## config.mk

```make
export PLATFORM = sky130hd
export DESIGN_NAME = pipelined_adder
export DESIGN_NICKNAME = d
export VERILOG_FILES = /design/src/rtl/adder_pkg.sv /design/src/rtl/adder_stage.sv /design/src/rtl/pipelined_adder.sv
export SDC_FILE = /design/constraint.sdc
export NUM_CORES = 1
export LEC_CHECK = 0
export CAP_MARGIN = 20
export CORE_MARGIN = 10
export CORE_UTILIZATION = 49
export CTS_CLUSTER_DIAMETER = 200
export DETAILED_ROUTE_END_ITERATION = 6
export GPL_TIMING_DRIVEN = 1
export PLACE_DENSITY_LB_ADDON = 0.1
export SKIP_CTS_REPAIR_TIMING = 1
export SLEW_MARGIN = 20
export SYNTH_ARGS = -nofsm -noshare
export SYNTH_HDL_FRONTEND = slang
export SYNTH_SLANG_ARGS = --single-unit
```

## constraint.sdc

```tcl
create_clock -name clk -period 1.8 [get_ports clk]
set_clock_uncertainty 0.1 [all_clocks]
set_input_delay 0.18 -clock clk [delete_from_list [all_inputs] [get_ports clk]]
set_output_delay 0.18 -clock clk [all_outputs]
set_load 0.05 [all_outputs]
```

## src/rtl/adder_pkg.sv

```systemverilog
// Shared constants and helpers for the chunked pipelined adder.
// Holds default operand/chunk widths and the stage-count function.
package adder_pkg;

  localparam int DEF_WIDTH = 16;
  localparam int DEF_CHUNK = 4;

  function automatic int stages(input int width, input int chunk);
    return width / chunk;
  endfunction

endpackage

```

## src/rtl/adder_stage.sv

```systemverilog
// One CHUNK-bit registered slice of the pipelined adder.
// Adds its chunk, forwards operands/partial sum, handles load/valid.
module adder_stage
  import adder_pkg::*;
#(
  parameter int WIDTH = DEF_WIDTH,
  parameter int CHUNK = DEF_CHUNK,
  parameter int K     = 0
) (
  input  logic             clk,
  input  logic             rst_n,
  input  logic             prev_valid,
  input  logic             prev_c,
  input  logic [WIDTH-1:0] prev_a,
  input  logic [WIDTH-1:0] prev_b,
  input  logic [WIDTH-1:0] prev_y,
  input  logic             next_load,
  output logic             load,
  output logic             valid,
  output logic             c,
  output logic [WIDTH-1:0] a,
  output logic [WIDTH-1:0] b,
  output logic [WIDTH-1:0] y
);

  localparam int LO = K * CHUNK;

  logic [CHUNK:0]   sum;
  logic [WIDTH-1:0] y_nxt;

  assign sum = {1'b0, prev_a[LO +: CHUNK]}
             + {1'b0, prev_b[LO +: CHUNK]}
             + {{CHUNK{1'b0}}, prev_c};

  always_comb begin
    y_nxt = prev_y;
    y_nxt[LO +: CHUNK] = sum[CHUNK-1:0];
  end

  // A bubble here, or a slot freeing downstream, lets this slice advance.
  assign load = !valid | next_load;

  always_ff @(posedge clk or negedge rst_n) begin
    if (!rst_n) begin
      valid <= 1'b0;
      c     <= 1'b0;
      a     <= '0;
      b     <= '0;
      y     <= '0;
    end else if (load) begin
      valid <= prev_valid;
      c     <= sum[CHUNK];
      a     <= prev_a;
      b     <= prev_b;
      y     <= y_nxt;
    end
  end

endmodule

```

## src/rtl/pipelined_adder.sv

```systemverilog
// N = WIDTH/CHUNK stage ripple-carry adder with valid/ready flow control.
// Define PIPELINED_ADDER_SUB_EN to add the SUB port (A - B - Cin).
module pipelined_adder
  import adder_pkg::*;
#(
  parameter int WIDTH = DEF_WIDTH,
  parameter int CHUNK = DEF_CHUNK
) (
  input  logic             clk,
  input  logic             rst_n,
  input  logic [WIDTH-1:0] A,
  input  logic [WIDTH-1:0] B,
  input  logic             Cin,
`ifdef PIPELINED_ADDER_SUB_EN
  input  logic             SUB,
`endif
  input  logic             in_valid,
  output logic             in_ready,
  output logic [WIDTH-1:0] Y,
  output logic             C,
  output logic             out_valid,
  input  logic             out_ready
);

  localparam int N = stages(WIDTH, CHUNK);

  logic sub;
`ifdef PIPELINED_ADDER_SUB_EN
  assign sub = SUB;
`else
  assign sub = 1'b0;
`endif

  logic [N:0]            v_s;
  logic [N:0]            c_s;
  logic [N:0][WIDTH-1:0] a_s;
  logic [N:0][WIDTH-1:0] b_s;
  logic [N:0][WIDTH-1:0] y_s;

  assign v_s[0] = in_valid;
  assign c_s[0] = Cin ^ sub;
  assign a_s[0] = A;
  assign b_s[0] = B ^ {WIDTH{sub}};
  assign y_s[0] = '0;

  for (genvar k = 0; k < N; k++) begin : g_stg
    logic ld;
    logic nl;
    if (k == N - 1) begin : g_last
      assign nl = out_ready;
    end else begin : g_mid
      assign nl = g_stg[k+1].ld;
    end
    adder_stage #(
      .WIDTH(WIDTH),
      .CHUNK(CHUNK),
      .K    (k)
    ) u_stage (
      .clk       (clk),
      .rst_n     (rst_n),
      .prev_valid(v_s[k]),
      .prev_c    (c_s[k]),
      .prev_a    (a_s[k]),
      .prev_b    (b_s[k]),
      .prev_y    (y_s[k]),
      .next_load (nl),
      .load      (ld),
      .valid     (v_s[k+1]),
      .c         (c_s[k+1]),
      .a         (a_s[k+1]),
      .b         (b_s[k+1]),
      .y         (y_s[k+1])
    );
  end

  assign in_ready  = g_stg[0].ld;
  assign out_valid = v_s[N];
  assign Y         = y_s[N];
  assign C         = c_s[N];

  // Operands leaving the last slice have no consumer.
  logic unused;
  assign unused = ^{a_s[N], b_s[N]};

endmodule

```

# Yosys cells after proc, flatten, opt, wreduce, memory -nomap -nowiden
# Index checks and enable logic that the tools add are counted.
# word_totals
reg_bits,144
ramBits,0
in_bits,37
mem_count,0
latchBits,0
out_inout_bits,19
rom_bits,0
# classes
multipliers,0
magnitude_cmp,0
n_eq_ne,0
n_addsub,8
muxes,0
div_mod_pow,0
n_shift,0
n_bitwise,4
reduce_logical,4
# ops
cell,count
$add A4 B4 Y5,4
$add A5 B1 Y5,4
$logic_not A1 Y1,4
$or A1 B1 Y1,4

# Longest topological paths before layout
# logic_depth
word_depth,5
ltp_mapped,6
mapped_depth_nobuf,6

# Modules after synthesis
# A second synthesis with hierarchy kept.
# unflattened
cells_unflattened,501
hier_area_um2,8792.2
# modules_own_cells
mod,instances,seq_area_each_um2,cells_each,area_each_um2
adder_stage (g_stg[1].u_stage ...),2,1251.2,125,2214.6
adder_stage (g_stg[0].u_stage ...),2,1251.2,125,2179.6
pipelined_adder,1,0.0,1,3.8

# Worst setup path before layout
# Ideal clock, no wire load.
# synth_path
path_kind,register to register
start,reg g_stg[3].u_stage.valid
end,reg g_stg[0].u_stage.b[11]
slack_ps,-42
path_buffers,2
path_stages_with_launch,6
setup_ps,125
required_time_ps,1575
arrival_ps,1617
cell_sequence,dfrtp_1 > and4b_1 > buf_2 > nand2_2 > buf_6 > mux2_4
# synth_between
elab_chain_cells,5
# synth_lines
element,line,rtl
from (decl),adder_stage.sv:19,"output logic valid,"
from (signal assigned),adder_stage.sv:51,valid <= prev_valid;
$logic_not A1 Y1,adder_stage.sv:41,assign load = !valid | next_load;
$or A1 B1 Y1 (4 in series),adder_stage.sv:41,
named net in_ready,pipelined_adder.sv:18,"output logic in_ready,"
to (signal assigned),adder_stage.sv:54,b <= prev_b;
to (decl),adder_stage.sv:22,"output logic [WIDTH-1:0] b,"
# The timed path passes the listed nets, and every way through them passes these cells.
# A chain may end at the register's enable or synchronous reset.

# Final worst setup path
# layout_path
start,reg g_stg[2].u_stage.c
end,reg g_stg[3].u_stage.c
# layout_between
elab_chain_cells,1
# layout_lines
element,line,rtl
from (decl),adder_stage.sv:20,"output logic c,"
from (signal assigned),adder_stage.sv:52,c <= sum[CHUNK];
$add A5 B1 Y5,adder_stage.sv:33,"+ {{CHUNK{1'b0}}, prev_c};"
to (signal assigned),adder_stage.sv:52,
to (decl),adder_stage.sv:20,
# Every way passes these cells.

==> flow_metrics.py <==
metrics = {
    "route": {
        "drtPass1Iterations": 4,
        "wirelength_um": 7730,
        "antenna_left": 0,
        "viasPerCell": 5.01,
        "first_iter_violations": 69,
        "wl_per_cell_um": 15.0,
        "via_count": 2573,
        "drc": 0,
    },
    "floorplan": {
        "fp.dieH_um": 113,
        "die_area_um2": 12700,
        "initial_utilization_pct": 50.9,
        "core_area_um2": 8300,
        "die_x_um": 113,
        "io_pins": 56,
        "num_rows": 33,
    },
    "critical_path": {
        "setup.worst_path.start": "g_stg[2].u_stage.c$_DFFE_PN0P_",
        "max_stage_delay_ns": 0.42,
        "crit_chain": "fa_2, fa_2, a21o_1, a21oi_2, a21oi_2",
        "worstSetupEndpointType": "register",
        "start_kind": "register",
        "crit_type": "register to register",
        "arrival_ns": 1.91,
        "cp_slowest_cell": "dfrtp_1",
        "r2r-start": "g_stg[2].u_stage.c$_DFFE_PN0P_",
        "cp_max_fo": 2,
        "path_buf_inv": 0,
        "critPathTopFamily": "adder cells",
        "crit_required_ns": 1.95,
    },
    "yosys": {
        "yosysMostFrequentCell": "dfrtp_1",
        "synth_mux_area_share_pct": 17.8,
        "syn_avg_cell_area_um2": 12.8,
        "synth_fa_ha_area_share_pct": 7.35,
        "async_reset_ff_share_pct": 100,
        "synth.yosys.seq_area_share_pct": 56.9,
        "yosys-top-cells-area": "dfrtp_1, mux2_4, mux2_2",
        "synth_cells": 331,
        "synth_top_area_share_pct": 56.9,
        "synth_cell_types": 35,
        "synth_compound_area_share_pct": 4.00,
        "synth_top_area_cell": "dfrtp_1",
        "ys_ff_latch": 96,
        "yosys.area_share.simple_pct": 9.87,
        "synthXorXnorAreaFrac_pct": 0.830,
        "yosysWarnings": 0,
        "synth_top_family_by_area": "multiplexers",
        "netlist_area_um2": 4220,
        "synthTopCellsByCount": "dfrtp_1, nand2_1, mux2_2",
        "synth_nets": 388,
        "synthFlopType": "dfrtp_1",
        "synth_edf_count": 0,
    },
    "final_layout": {
        "final_nets": 461,
        "area_growth_pct": 23.7,
        "diodes": 0,
        "drive_gt1_share_pct": 29.8,
    },
    "sta": {
        "fmax_mhz": 570,
        "min_period_ns": 1.75,
        "hold_viol_final": 0,
        "tightest_slew_ns": 0.452,
        "tns_ns": 0,
        "rsz0062_at_grt": "yes",
        "max_slew_margin_pct": 69.9,
        "post-route-period-util_pct": 97.4,
        "finalSetupViolCount": 0,
        "maxSlewViolCount": 0,
    },
    "cts": {
        "clk_pin_slew_ns": 0.09,
        "clockRootBuffer": "clkbuf_8",
        "htree_num_levels": 3,
        "cts_tree": "built",
        "cts.path.max_buffers": 2,
        "cts_sinks": 96,
        "insertion_delay_ns": 0.36,
        "cts_inserted_buffers": 9,
    },
    "global_routing": {
        "grt_pass1_wl_um": 13300,
        "gr-total-overflow": 0,
        "antenna_found_initial": 0,
        "grt_usage_pct": 12.7,
        "grt_max_degree": 35,
        "grt_pass1_vias": 2786,
    },
    "power_and_ir_drop": {
        "power_density_nw_per_um2": 1320,
        "worst_ir_drop_vdd_v": 0.000526,
        "p_leak_nw": 2.48,
        "finalPower_mw": 6.91,
    },
    "min_path": {
        "holdCritPathClass": "input pin to asynchronous set/reset pin",
    },
    "placement": {
        "port_buffers": 55,
        "hpwl_um": 5630,
        "routabilityCongestion": 0.712,
    },
    "flow_run": {
        "cap_viol_max_count": 0,
    },
    "outcome": {
        "outcome": "completed",
    },
}
[report_power, final]
group          switching [mW]  internal (mW)
Sequential              0.334           2.73
Combinational            1.35           1.07
Clock                   0.747          0.685
[stage by stage]
stage / util, % / std cells / setup WS (ns) / hold WS [ns] / instance area, um2
2_1_floorplan: - / 331 / 0.0245 / -0.216 / 4230
3_3_place_gp: 59.4 / 491 / -0.125 / 0.0579 / 4930
3_5_place_dp: 59.4 / 491 / -0.152 / 0.0589 / 4930
4_1_cts: 61.8 / 507 / -0.0949 / -0.337 / 5130
5_1_grt: 62.9 / 514 / -0.0232 / 0.232 / 5220
6_report: 62.9 / 514 / 0.0463 / 0.200 / 5220
[cells by family (layout without fill, tap and decap cells)]
family	after synthesis	count (layout)
xor+xnor	4	4
flops	96	96
simple gates	95	95
compound gates	29	29
mux	58	58
buf+inv	29	107
fa+ha+maj	20	20
[sequential cells by signal, summed over array words and instances (netlist names)]
name,cells
g_stg.u_stage.y,40
g_stg.u_stage.b,24
g_stg.u_stage.c,4
g_stg.u_stage.a,24
g_stg.u_stage.valid,4
[per-layer routing]
| metal | global-route usage, % | wire length, um | up-vias |
|---|---|---|---|
| li1 | - | - | 1255 |
| met1 | 15.7 | 3540 | 1263 |
| met2 | 20.7 | 3790 | 44 |
| met3 | 3.12 | 279 | 11 |
| met4 | 5.67 | 118 | 0 |
| met5 | 0 | 0 | - |
[placed cells by master, fill, tap and decap left out, types with 5 or more instances in the layout]
cell type / count
nor2b_1: 5
buf_4: 33
clkdlybuf4s50_1: 35
o21ai_0: 7
inv_1: 16
a21oi_1: 11
ha_1: 12
nor2_1: 11
clkbuf_8: 10
mux2_2: 31
mux2_4: 26
nand2_1: 61
dfrtp_1: 94
fa_1: 5
[layout make-up]
| type | instances | area (um2) |
|---|---|---|
| timing repair buffer | 75 | 714 |
| fill | 683 | 3080 |
| clock inverter | 6 | 68.8 |
| tap | 105 | 131 |
| sequential | 96 | 2400 |
| inverter | 16 | 60.1 |
| multi-input combinational | 206 | 1700 |
| clock buffer | 10 | 138 |
[final timing paths]
check                                                     endpoint  slack (ns)  cells past startpoint
worst max register to register      g_stg[3].u_stage.c$_DFFE_PN0P_        0.05                      5
worst max-delay path                g_stg[3].u_stage.c$_DFFE_PN0P_        0.05                      5
min in group clk                g_stg[0].u_stage.valid$_DFFE_PN0P_        0.29                      2
worst min-delay path             g_stg[1].u_stage.a[9]$_DFFE_PN0P_        0.20                      2
max in group asynchronous       g_stg[1].u_stage.a[15]$_DFFE_PN0P_        0.87                      3
worst min register to register   g_stg[1].u_stage.y[2]$_DFFE_PN0P_        0.37                      2
[worst reg2reg max path: cells and delay by family (launching register included)]
| kind | cells | cell delay, ns |
|---|---|---|
| AOI/OAI and AO/OA | 3 | 0.36 |
| DFF | 1 | 0.42 |
| adders and majority gates | 2 | 0.79 |
No activity file was read; power rests on OpenSTA's default activity.
